[src/rtl/rx_fifo_if.sv]
// Host/receiver-facing signal bundle for rx_fifo.
// The master side is the receiver plus the host; the slave side is the FIFO.
interface rx_fifo_if #(
  parameter int unsigned DATA_BITS  = 8,
  parameter int unsigned DEPTH_LOG2 = 4
);
  logic [DATA_BITS-1:0]  rx_dout;
  logic                  rx_done;
  logic                  correct;
  logic                  rd_en;
  logic                  clr_status;
  logic [DATA_BITS-1:0]  dout;
  logic                  dout_perr;
  logic                  rd_valid;
  logic                  empty;
  logic                  full;
  logic [DEPTH_LOG2:0]   count;
  logic                  overflow;
  logic [7:0]            perr_cnt;

  modport master (
    output rx_dout, rx_done, correct, rd_en, clr_status,
    input  dout, dout_perr, rd_valid, empty, full, count, overflow, perr_cnt
  );

  modport slave (
    input  rx_dout, rx_done, correct, rd_en, clr_status,
    output dout, dout_perr, rd_valid, empty, full, count, overflow, perr_cnt
  );
endinterface

[src/rtl/rx_fifo.sv]
// Receive buffer behind the UART receiver: captures {~correct, rx_dout} on
// each rising edge of rx_done, serves host reads with one-cycle latency,
// and tracks occupancy, a sticky overflow flag and a saturating parity-error
// count. Parameters must match those of the connected rx_fifo_if instance.
module rx_fifo #(
  parameter int unsigned DATA_BITS  = 8,
  parameter int unsigned DEPTH_LOG2 = 4
) (
  input  logic     clk,
  input  logic     reset,
  rx_fifo_if.slave bus
);

  localparam int unsigned DEPTH = 1 << DEPTH_LOG2;
  localparam logic [DEPTH_LOG2:0] C_DEPTH = {1'b1, {DEPTH_LOG2{1'b0}}};

  logic [DATA_BITS:0]    r_mem [DEPTH];
  logic [DEPTH_LOG2-1:0] r_wr_ptr;
  logic [DEPTH_LOG2-1:0] r_rd_ptr;
  logic [DEPTH_LOG2:0]   r_count;
  logic                  r_rx_done_q;
  logic [DATA_BITS-1:0]  r_dout;
  logic                  r_dout_perr;
  logic                  r_rd_valid;
  logic                  r_overflow;
  logic [7:0]            r_perr_cnt;

  logic w_empty;
  logic w_full;
  logic w_push_req;
  logic w_pop;
  logic w_push;
  logic w_drop;
  logic w_perr_push;

  // Handshake decode: a full buffer still accepts a frame when a read frees a slot
  always_comb begin
    w_empty     = (r_count == '0);
    w_full      = (r_count == C_DEPTH);
    w_push_req  = bus.rx_done & ~r_rx_done_q;
    w_pop       = bus.rd_en & ~w_empty;
    w_push      = w_push_req & (~w_full | w_pop);
    w_drop      = w_push_req & w_full & ~w_pop;
    w_perr_push = w_push & ~bus.correct;
  end

  // Frame storage; contents are don't-care after reset so no reset here
  always_ff @(posedge clk) begin
    if (!reset && w_push) begin
      r_mem[r_wr_ptr] <= {~bus.correct, bus.rx_dout};
    end
  end

  // Pointers, occupancy, edge detector and registered read port
  always_ff @(posedge clk) begin
    if (reset) begin
      r_wr_ptr    <= '0;
      r_rd_ptr    <= '0;
      r_count     <= '0;
      r_rx_done_q <= 1'b1;
      r_dout      <= '0;
      r_dout_perr <= 1'b0;
      r_rd_valid  <= 1'b0;
    end else begin
      r_rx_done_q <= bus.rx_done;
      r_rd_valid  <= w_pop;
      if (w_push) begin
        r_wr_ptr <= r_wr_ptr + 1'b1;
      end
      if (w_pop) begin
        {r_dout_perr, r_dout} <= r_mem[r_rd_ptr];
        r_rd_ptr              <= r_rd_ptr + 1'b1;
      end
      case ({w_push, w_pop})
        2'b10:   r_count <= r_count + 1'b1;
        2'b01:   r_count <= r_count - 1'b1;
        default: r_count <= r_count;
      endcase
    end
  end

  // Status: a same-cycle set/increment takes precedence over clr_status
  always_ff @(posedge clk) begin
    if (reset) begin
      r_overflow <= 1'b0;
      r_perr_cnt <= '0;
    end else begin
      if (w_drop) begin
        r_overflow <= 1'b1;
      end else if (bus.clr_status) begin
        r_overflow <= 1'b0;
      end
      if (bus.clr_status) begin
        r_perr_cnt <= w_perr_push ? 8'd1 : 8'd0;
      end else if (w_perr_push && (r_perr_cnt != '1)) begin
        r_perr_cnt <= r_perr_cnt + 8'd1;
      end
    end
  end

  assign bus.dout      = r_dout;
  assign bus.dout_perr = r_dout_perr;
  assign bus.rd_valid  = r_rd_valid;
  assign bus.empty     = w_empty;
  assign bus.full      = w_full;
  assign bus.count     = r_count;
  assign bus.overflow  = r_overflow;
  assign bus.perr_cnt  = r_perr_cnt;

endmodule
[src/flat_wrapper.sv]
// flat-port wrapper written by rule: the top's interface ports become plain ports
module rx_fifo_flat 
#(
  parameter int unsigned DATA_BITS  = 8,
  parameter int unsigned DEPTH_LOG2 = 4
)
  (clk, reset, bus_rx_dout, bus_rx_done, bus_correct, bus_rd_en, bus_clr_status, bus_dout, bus_dout_perr, bus_rd_valid, bus_empty, bus_full, bus_count, bus_overflow, bus_perr_cnt);
  rx_fifo_if #(.DATA_BITS(DATA_BITS), .DEPTH_LOG2(DEPTH_LOG2)) bus_i ();
  input  logic clk;
  input  logic reset;
  input wire logic [$bits(bus_i.rx_dout)-1:0] bus_rx_dout;
  input wire logic [$bits(bus_i.rx_done)-1:0] bus_rx_done;
  input wire logic [$bits(bus_i.correct)-1:0] bus_correct;
  input wire logic [$bits(bus_i.rd_en)-1:0] bus_rd_en;
  input wire logic [$bits(bus_i.clr_status)-1:0] bus_clr_status;
  output wire logic [$bits(bus_i.dout)-1:0] bus_dout;
  output wire logic [$bits(bus_i.dout_perr)-1:0] bus_dout_perr;
  output wire logic [$bits(bus_i.rd_valid)-1:0] bus_rd_valid;
  output wire logic [$bits(bus_i.empty)-1:0] bus_empty;
  output wire logic [$bits(bus_i.full)-1:0] bus_full;
  output wire logic [$bits(bus_i.count)-1:0] bus_count;
  output wire logic [$bits(bus_i.overflow)-1:0] bus_overflow;
  output wire logic [$bits(bus_i.perr_cnt)-1:0] bus_perr_cnt;
  assign bus_i.rx_dout = bus_rx_dout;
  assign bus_i.rx_done = bus_rx_done;
  assign bus_i.correct = bus_correct;
  assign bus_i.rd_en = bus_rd_en;
  assign bus_i.clr_status = bus_clr_status;
  assign bus_dout = bus_i.dout;
  assign bus_dout_perr = bus_i.dout_perr;
  assign bus_rd_valid = bus_i.rd_valid;
  assign bus_empty = bus_i.empty;
  assign bus_full = bus_i.full;
  assign bus_count = bus_i.count;
  assign bus_overflow = bus_i.overflow;
  assign bus_perr_cnt = bus_i.perr_cnt;
  rx_fifo #(.DATA_BITS(DATA_BITS), .DEPTH_LOG2(DEPTH_LOG2)) u_core (.clk(clk), .reset(reset), .bus(bus_i));
endmodule
[config.mk]
export PLATFORM = sky130hd
export DESIGN_NAME = rx_fifo_flat
export DESIGN_NICKNAME = d
export VERILOG_FILES = /design/src/rtl/rx_fifo_if.sv /design/src/rtl/rx_fifo.sv /design/src/flat_wrapper.sv
export SDC_FILE = /design/constraint.sdc
export NUM_CORES = 1
export LEC_CHECK = 0
export BUFFER_PORTS_ARGS = -buffer_cell sky130_fd_sc_hd__buf_2
export CORE_MARGIN = 10
export CORE_UTILIZATION = 55
export CTS_CLUSTER_DIAMETER = 60
export DETAILED_ROUTE_END_ITERATION = 10
export GPL_TIMING_DRIVEN = 0
export MAX_ROUTING_LAYER = met4
export PLACE_DENSITY = 0.74
export SLEW_MARGIN = 40
export SYNTH_ARGS = -nofsm -noshare
export SYNTH_HDL_FRONTEND = slang
export SYNTH_SLANG_ARGS = --single-unit
[constraint.sdc]
create_clock -name clk -period 5.2 [get_ports clk]
set_clock_uncertainty 0.1 [all_clocks]
set_input_delay 0.26 -clock clk [delete_from_list [all_inputs] [get_ports clk]]
set_output_delay 0.26 -clock clk [all_outputs]
set_load 0.05 [all_outputs]
==> results of run 1 <==
-- logic make-up (layout without fill, tap and decap cells) --
family	count (synthesis)	in the layout
compound gates	58	58
xor+xnor	14	14
fa+ha+maj	11	11
buf+inv	33	106
flops	177	177
mux	75	75
simple gates	112	112
-- synthesized netlist by cell type --
cell | count | area, sq um
dfxtp_1 | 33 | 661
buf_4 | 2 | 15.0
nor3b_1 | 1 | 7.51
xor2_1 | 11 | 96.3
or4_4 | 1 | 11.3
or3b_1 | 2 | 17.5
o21ai_1 | 1 | 5.00
nor4_2 | 1 | 12.5
nand2_1 | 8 | 30.0
nand2b_1 | 5 | 31.3
inv_1 | 10 | 37.5
o211ai_1 | 1 | 7.51
and2_1 | 1 | 6.26
mux2i_1 | 74 | 741
nand4_1 | 6 | 37.5
clkbuf_1 | 4 | 15.0
and4_1 | 1 | 8.76
or3_1 | 2 | 12.5
buf_6 | 2 | 22.5
buf_1 | 2 | 7.51
nor4_1 | 9 | 56.3
a31oi_2 | 1 | 12.5
ha_1 | 10 | 125
o32a_1 | 1 | 10.0
nor3_1 | 2 | 10.0
o21ai_4 | 1 | 16.3
nor2b_1 | 4 | 25.0
o22ai_1 | 36 | 225
a21o_1 | 1 | 7.51
nand3b_1 | 6 | 45.0
fa_1 | 1 | 20.0
buf_2 | 11 | 55.1
xnor2_1 | 3 | 26.3
or2_2 | 2 | 12.5
nand3_1 | 9 | 45.0
inv_2 | 2 | 7.51
a211oi_2 | 9 | 113
a21oi_1 | 7 | 35.0
nor2_1 | 52 | 195
edfxtp_1 | 144 | 4320
mux2_1 | 1 | 11.3
-- worst max path at each step --
stage | start | end | slack [ns] | cells past startpoint
floorplan | u_core.bus.count[0] | u_core.bus.count[4] | 1.95 | 11
global placement | u_core.bus.count[0] | u_core.bus.count[4] | 2.01 | 11
detailed placement | u_core.bus.count[0] | u_core.bus.count[4] | 1.93 | 11
CTS | u_core.bus.count[0] | u_core.bus.count[4] | 1.91 | 11
global route | u_core.bus.count[0] | u_core.bus.count[4] | 1.79 | 11
finish | u_core.bus.count[0] | u_core.bus.count[4] | 1.91 | 11
-- worst min-delay path: cells and delay by family --
| kind | cells | cell delay, ns |
|---|---|---|
| and+or+nand+nor | 1 | 0.10 |
| AOI/OAI and AO/OA | 1 | 0.06 |
| buffers and inverters | 1 | 0.11 |
-- state kept, by name, indices dropped and copies added, names as in the netlist --
name and cells:
u_core.bus.dout 8, u_core.r_rx_done_q 1, u_core.bus.overflow 1, u_core.bus.dout_perr 1
u_core.bus.count 5, u_core.r_mem 144, u_core.r_rd_ptr 4, u_core.r_wr_ptr 4
u_core.bus.perr_cnt 8, u_core.bus.rd_valid 1
-- area by class of cell --
cell class | count | area, sq um | share of cell area, %
Inverter | 12 | 45.0 | 0.544
Clock inverter | 12 | 175 | 2.11
Timing Repair Buffer | 41 | 215 | 2.60
Clock buffer | 20 | 489 | 5.91
Multi-Input combinational cell | 270 | 2040 | 24.7
Buffer | 21 | 115 | 1.39
Tap cell | 172 | 215 | 2.60
Sequential cell | 177 | 4980 | 60.2
-- report_power, final --
part / internal, mW / switching [mW]
clock: 0.873 / 0.524
combinational: 0.186 / 0.454
sequential: 1.58 / 0.0400
total: 2.64 / 1.02
-- what timing repair did --
item / in CTS / in global routing
hold endpoints to repair: 2 / 0
hold buffers: 2 / 0
buffers inserted: 0 / 0
-- per-layer routing --
metal | global-route usage, % | vias to the layer above | share of wire, %
met4 | 7.50 | 0 | 2.0
li1 | - | 1949 | -
met2 | 29.5 | 142 | 49
met1 | 21.9 | 2109 | 42
met5 | - | - | 0
met3 | 4.97 | 28 | 6.7
==> flow_summary.ini, run 1 <==
[clock_tree]
cts.repair.resized = 0
cts_buffer_depth = 2
path_clk_slew_ns = 0.06
clock-sinks = 177
cts_buffers = 17
clock_tree.root_cell = clkbuf_16
clk_latency_ns = 0.43
htree_levels = 4
cts_tree = built

[floorplanning]
core-area_sq_um = 12700
rows = 41
die_x_um = 134
die_area_sq_um = 18000
io_pins = 40
start_util_pct = 56.5
die-height_um = 134

[timing]
finalSetupViolations = 0
timing.hold.ws_ns = 0.0504
final-hold-violation-count = 0
slew_headroom_pct = 43.4
period_share_pct = 63.2
max_freq_mhz = 304
period_minus_slack_ns = 3.29
worst_pin_slew_ns = 0.846
tns_ns = 0
fin_ws_ns = 1.91
rsz0062_at_grt = false
drv_slew = 0

[grt]
grt_pass1_wl_um = 24000
grt_overflow = 0
antenna_found_initial = 0
grt_pass1_vias = 4345
grtUsageTotal_pct = 18.5
grt_max_degree = 20

[worst_setup_path]
critPathMostFrequentCell = ha_1
crit_family = simple AND/OR/NAND/NOR gates
cp_max_fo = 10
critPathBufInv = 2
cp-end-kind = flop
rr_startpoint = u_core.bus.count[0]
path_cells = or4_4, o21ai_4, inv_2, buf_6, ha_1, ha_1, nor2b_1, o21ai_1, a21oi_1, or3b_1, mux2_1
worstSetupPathType = reg2reg
start_kind = flop
r2r_slack_ns = 1.91
slowest_stage = or4_4
slowest_delay_ns = 0.58
worstRegToRegCells = 11
critPathArrivalTime_ns = 3.50
cp.required_ns = 5.42
reg2reg_to = u_core.bus.count[4]

[logic_synthesis]
synthCells = 480
yosys.area_share.simple_pct = 7.88
yosysSeqAreaShare_pct = 69.6
synth_fp_nets = 505
synth_area_sq_um = 7160
ys_types = 41
synth_xor_xnor_area_share_pct = 1.71
synth_fa_ha_area_share_pct = 2.03
synth.yosys.warnings = 0
synth-compound-area-share_pct = 6.03
syn_avg_cell_area_sq_um = 14.9
ys_ff_latch = 177
synthMuxAreaShare_pct = 10.5
synth_top_family_by_area = multiplexers

[drt]
drc = 0
routed_via_density = 5.83
drt-initial-drc-count = 335
wirelength_um = 15500
firstDrtPassIters = 5
wl_per_cell_um = 21.4
vias = 4228
detail-route-antenna-nets = 0

[layout]
final_cells = 725
diodes = 0
mostFrequentLayoutCells = edfxtp_1, mux2i_1, buf_2
final_util_pct = 65.4
area_growth_pct = 15.7
fill_cells = 917
finish.instance_area_sq_um = 8280
drive_gt1_share_pct = 20.6
fin_nets = 565
layout_commonest_cell = edfxtp_1

[place]
dpl_cell_area_sq_um = 7580
dp_slack_ns = 1.93
portBuffers = 39
finalWeightedCongestion = 0.837
place_hpwl_um = 10200
dp_cells = 691

[min_path]
min_path_type = in2reg
whs_path_depth = 3
min_to = u_core.bus.perr_cnt[0]
min-delay-start = bus_clr_status

[pwr]
vdd_drop_max_mv = 0.419
power_mw = 3.66
p_leak_nw = 2.71
power-per-cell-area_nw_per_um2 = 442

[run_status]
status = finished, final reports clean

[flow_run]
cap_viol_max_count = 0
(Power assumes the default switching activity.)
==> run 2, diff against run 1 <==
--- a/config.mk
+++ b/config.mk
@@ -7,12 +7,12 @@
 export LEC_CHECK = 0
 export BUFFER_PORTS_ARGS = -buffer_cell sky130_fd_sc_hd__buf_2
 export CORE_MARGIN = 10
-export CORE_UTILIZATION = 55
+export CORE_UTILIZATION = 54
 export CTS_CLUSTER_DIAMETER = 60
 export DETAILED_ROUTE_END_ITERATION = 10
 export GPL_TIMING_DRIVEN = 0
 export MAX_ROUTING_LAYER = met4
-export PLACE_DENSITY = 0.74
+export PLACE_DENSITY = 0.76
 export SLEW_MARGIN = 40
 export SYNTH_ARGS = -nofsm -noshare
 export SYNTH_HDL_FRONTEND = slang
==> constraint.sdc (replaced) <==
create_clock -name clk -period 2.7 [get_ports clk]
set_clock_uncertainty 0.1 [all_clocks]
set_input_delay 0.135 -clock clk [delete_from_list [all_inputs] [get_ports clk]]
set_output_delay 0.135 -clock clk [all_outputs]
set_load 0.05 [all_outputs]
==> run 2 against run 1 <==
Compared with the run above:
- the flow now finishes with violations (setup timing)
- first-iteration DRC count is 4.5% higher
- combinational power is 110% higher
- total power is 90% higher
- sequential power is 94% higher
- critical endpoint unchanged
==> flow_summary.ini, run 2 (same netlist as run 1, synthesis figures left out) <==
[drt]
wl_per_cell_um = 20.8
vias = 4236
wirelength_um = 15300
firstDrtPassIters = 5
drc = 0
drt-initial-drc-count = 350
detail-route-antenna-nets = 0
routed_via_density = 5.75

[pwr]
internal_power_mw = 5.01
p_seq_share_pct = 45.0
power_frac_clock_pct = 35.4
vdd_drop_max_mv = 0.724
p_switching_mw = 1.96
combPwrFrac_pct = 19.6
power-per-cell-area_nw_per_um2 = 835
swShare_pct = 28.1
p_leak_nw = 2.73

[worst_setup_path]
start_kind = flop
cp_max_fo = 6
cp-end-kind = flop
critPathMostFrequentCell = inv_4
worstSetupPathType = reg2reg
slowest_stage = or4_4
path_cells = or4_4, o21ai_4, inv_4, ha_4, inv_4, fa_2, nor2b_4, o21ai_2, a21oi_1, or3b_1, mux2_4
worstRegToRegCells = 11
cp.required_ns = 2.91
slowest_delay_ns = 0.56
critPathArrivalTime_ns = 3.12

[layout]
drive_gt1_share_pct = 22.1
diodes = 0
largest-register = u_core.r_mem
mostFrequentLayoutCells = edfxtp_1, mux2i_1, buf_2
largest_reg_flops = 144
layout_commonest_cell = edfxtp_1
multi_input_area_sq_um = 2090
finish.instance_area_sq_um = 8350
seq_area_sq_um = 4990
fin_nets = 573
final_util_pct = 63.5
fill_cells = 942
area_growth_pct = 16.6

[clock_tree]
clock-sinks = 177
htree_levels = 4
path_clk_slew_ns = 0.06
cts_buffers = 17
cts_buffer_depth = 2
clock_tree.root_cell = clkbuf_16
cts_tree = built
clk_latency_ns = 0.43

[run_status]
status = finished with violations
violations = setup timing

[floorplanning]
io_pins = 40
core-area_sq_um = 13100
die-height_um = 135
die_area_sq_um = 18300
die_x_um = 135
rows = 42
start_util_pct = 54.5

[grt]
grt_overflow = 0
antenna_found_initial = 0
grt_max_degree = 20
grt_pass1_vias = 4296
grt_pass1_wl_um = 23700
grtUsageTotal_pct = 17.7

[timing]
final-hold-violation-count = 0
drv_slew = 0
fin_ws_ns = -0.207
worst_pin_slew_ns = 0.809
finalSetupViolations = 1
tns_ns = -0.207
max_freq_mhz = 344
rsz0062_at_grt = true
timing.hold.ws_ns = 0.0231
period_share_pct = 108
slew_headroom_pct = 45.9
period_minus_slack_ns = 2.91

[place]
dpl_cell_area_sq_um = 7630
dp_slack_ns = -0.380
finalWeightedCongestion = 0.854
place_hpwl_um = 10200
portBuffers = 39

[flow_run]
cap_viol_max_count = 0

[min_path]
whs_path_depth = 3
min_path_type = in2reg
run 2: cell types whose count changed in the layout (fill, tap and decap cells not counted), moves of 2 or more:
cell / delta
nor2_1: +4
ha_1: -2
dfxtp_4: +2
dfxtp_2: +2
inv_4: +2
nor2_2: -4
clkbuf_16: -2
buf_4: +8
clkbuf_1: +4
dfxtp_1: -4
ha_4: +2
run 2: path summary, 6_finish.rpt:
path,endpoint,startpoint,slack [ns]
worst min-delay path,u_core.bus.count[4],reset,0.02
worst max-delay path,u_core.bus.count[4],u_core.bus.count[1],-0.21
worst max register to register,u_core.bus.count[4],u_core.bus.count[1],-0.21
worst min register to register,u_core.bus.dout[7],u_core.bus.dout[7],0.43
run 2: critical path: cells and delay by family, from the launching register on:
kind	cells	cell delay [ns]
simple gates	3	1.00
compound gates	3	0.46
fa+ha+maj	2	0.42
flops	1	0.37
mux	1	0.30
buf+inv	2	0.14
run 2: final cells by class:
class                   count  share of cell area, %
plain buffers              20                   1.24
multi-input cells         270                   25.1
flip-flops and latches    177                   59.8
repair buffers             50                   3.42
clock inverters             9                   1.57
well taps                 176                   2.64
inverters                  12                  0.600
clock buffers              23                   5.61
run 2: routing by layer:
layer	track usage (%)	vias up	wire, um
met4	8.43	0	437
met5	-	-	0
li1	-	1963	-
met3	4.08	29	832
met2	26.7	158	7330
met1	22.3	2086	6700
run 2: per-stage QoR:
| step | cells | power [mW] |
|---|---|---|
| final | 737 | 6.97 |
| after global routing | 737 | 7.20 |
| after CTS | 736 | 6.97 |
| after detailed placement | 695 | 4.47 |
| after global placement | 695 | 4.44 |
| after floorplan | 480 | 4.14 |
run 2: what timing repair did:
item / CTS / global route
hold endpoints to repair: 5 / 0
setup endpoints to repair: 2 / 1
hold buffers: 3 / 0
pin swaps: 8 / 7
buffers inserted: 6 / 2
gates cloned: 0 / 0
resized for setup: 1 / 4
run 2: power by group through the flow:
stage,clock network (mW),logic [mW],registers [mW]
final,2.47,1.37,3.14
after floorplan,0,0.655,3.49
after detailed placement,0,1.28,3.19
after global placement,0,1.25,3.18
after CTS,2.48,1.36,3.13
after global routing,2.59,1.46,3.15
==> run 3, diff against run 2 <==
--- a/config.mk
+++ b/config.mk
@@ -7,12 +7,13 @@
 export LEC_CHECK = 0
 export BUFFER_PORTS_ARGS = -buffer_cell sky130_fd_sc_hd__buf_2
 export CORE_MARGIN = 10
-export CORE_UTILIZATION = 54
+export CORE_UTILIZATION = 38
 export CTS_CLUSTER_DIAMETER = 60
 export DETAILED_ROUTE_END_ITERATION = 10
 export GPL_TIMING_DRIVEN = 0
 export MAX_ROUTING_LAYER = met4
-export PLACE_DENSITY = 0.76
+export PLACE_DENSITY = 0.57
+export SETUP_SLACK_MARGIN = 0.3
 export SLEW_MARGIN = 40
 export SYNTH_ARGS = -nofsm -noshare
 export SYNTH_HDL_FRONTEND = slang
==> run 3 against run 2 <==
Compared with the run above:
- fmax is 1.0% lower
- the run still ends with setup timing left
- hold slack worse by 0.0010 ns
- clock-buffer cell count is 1 higher
- largest cell class unchanged
- clock power is 11% lower
- non-clock buffer count is 4 higher
- combinational power is 6% higher
- via count is 0.78% lower
- final area is 2.3% higher
- first-iteration DRC count is 25% lower
- worst setup slack worse by 0.030 ns
- highest routed layer unchanged
==> flow_summary.ini, run 3 (same netlist as run 1, synthesis figures left out) <==
[floorplanning]
io_pins = 40
die_x_um = 157
core-area_sq_um = 18600
die-height_um = 157
die_area_sq_um = 24700
rows = 50
start_util_pct = 38.4

[worst_setup_path]
slowest_stage = or4_4
path_cells = or4_4, o21ai_4, inv_2, buf_12, ha_4, ha_4, nor2b_4, o21ai_2, nand3_1, or3b_4, mux2_4
worstSetupPathType = reg2reg
cp-end-kind = flop
cp.required_ns = 2.92
critPathArrivalTime_ns = 3.15
cp_max_fo = 4
critPathMostFrequentCell = ha_4
start_kind = flop
slowest_delay_ns = 0.54

[pwr]
power-per-cell-area_nw_per_um2 = 798
vdd_drop_max_mv = 0.597
p_leak_nw = 2.73

[grt]
grt_max_degree = 20
grt_pass1_wl_um = 25000
grt_pass1_vias = 4300
grt_overflow = 0
grtUsageTotal_pct = 14.1
antenna_found_initial = 0

[timing]
period_share_pct = 109
final-hold-violation-count = 0
finalSetupViolations = 1
drv_slew = 0
period_minus_slack_ns = 2.94
worst_pin_slew_ns = 0.805
slew_headroom_pct = 46.3
fin_ws_ns = -0.238
max_freq_mhz = 340
rsz0062_at_grt = true

[drt]
wirelength_um = 16400
vias = 4203
drc = 0
routed_via_density = 5.26
wl_per_cell_um = 20.5
firstDrtPassIters = 5
detail-route-antenna-nets = 0
drt-initial-drc-count = 263

[place]
dp_slack_ns = -0.430
place_hpwl_um = 10900
portBuffers = 39
finalWeightedCongestion = 0.829

[clock_tree]
cts_tree = built
htree_levels = 4
cts_buffers = 17
clk_latency_ns = 0.42
path_clk_slew_ns = 0.06
clock-sinks = 177
cts_buffer_depth = 2
clock_tree.root_cell = clkbuf_16

[run_status]
status = finished with violations
violations = setup timing

[layout]
final_util_pct = 45.8
mostFrequentLayoutCells = edfxtp_1, mux2i_1, buf_2
area_growth_pct = 19.2
fin_nets = 577
diodes = 0
largest_reg_flops = 144
layout_commonest_cell = edfxtp_1
largest-register = u_core.r_mem
drive_gt1_share_pct = 24.4

[min_path]
min_path_type = in2reg

[flow_run]
cap_viol_max_count = 0
==> run 3: cell types whose count changed in the layout (fill, tap and decap cells not counted), moves of 4 or more <==
cell	previous run	this run
nor2_4	0	16
nor2_1	45	36
nor2_2	7	0
clkinv_1	0	4
==> run 3: repair_timing <==
action                                  4_1_cts  5_1_grt
buffers inserted                              4        7
endpoints found under the setup margin      148      127
gates resized for setup                      20       24
hold endpoints to repair                      5        0
pin swaps                                     5        9
hold buffers                                  3        0
==> run 3: final timing paths <==
check	from	to	slack [ns]	depth (start not counted)
max reg2reg	u_core.bus.count[0]	u_core.bus.count[4]	-0.24	11
max	u_core.bus.count[0]	u_core.bus.count[4]	-0.24	11
min	bus_rx_dout[0]	u_core.r_mem[11][0]	0.02	1
min reg2reg	u_core.bus.dout[6]	u_core.bus.dout[6]	0.43	2
==> run 3: where the power goes <==
group          total [mW]  internal (mW)  switching, mW
clock                2.21           1.28          0.937
sequential           3.15           3.06         0.0895
combinational        1.45          0.500          0.954
total                6.81           4.83           1.98
==> run 3: per-stage QoR <==
step           std cells  setup TNS, ns  hold WS (ns)  cell area (sq um)  total power [mW]
6_report             799         -0.238        0.0221               8540              6.81
5_1_grt              799         -0.374        0.0224               8540              7.08
4_1_cts              792         -0.239       0.00300               8360              6.78
3_5_place_dp         753         -0.553         0.255               7710              4.49
3_3_place_gp         753         -0.334         0.241               7700              4.46
2_1_floorplan        480         -0.274         0.134               7220              4.14
==> run 3: final cells by class <==
cell class | count | area [sq um]
Clock inverter | 8 | 65.1
Sequential cell | 177 | 5000
Fill cell | 1638 | 10100
Timing Repair Buffer | 53 | 320
Inverter | 12 | 47.5
Buffer | 21 | 129
Multi-Input combinational cell | 270 | 2220
Clock buffer | 24 | 462
Tap cell | 234 | 293
==> run 3: metal layers <==
metal	GRT usage, %	vias up	wire length [um]
li1	-	1977	-
met1	17.7	2111	7370
met2	22.1	97	8060
met3	3.33	18	758
met4	4.81	0	219
met5	-	-	0
==> run 3: worst max-delay path, delay by kind of cell, from the launching register on <==
kind / cells / cell delay, ns
AOI/OAI and AO/OA: 2 / 0.25
muxes: 1 / 0.30
buffers and inverters: 2 / 0.20
DFF: 1 / 0.36
and+or+nand+nor: 4 / 1.17
adders and majority gates: 2 / 0.46
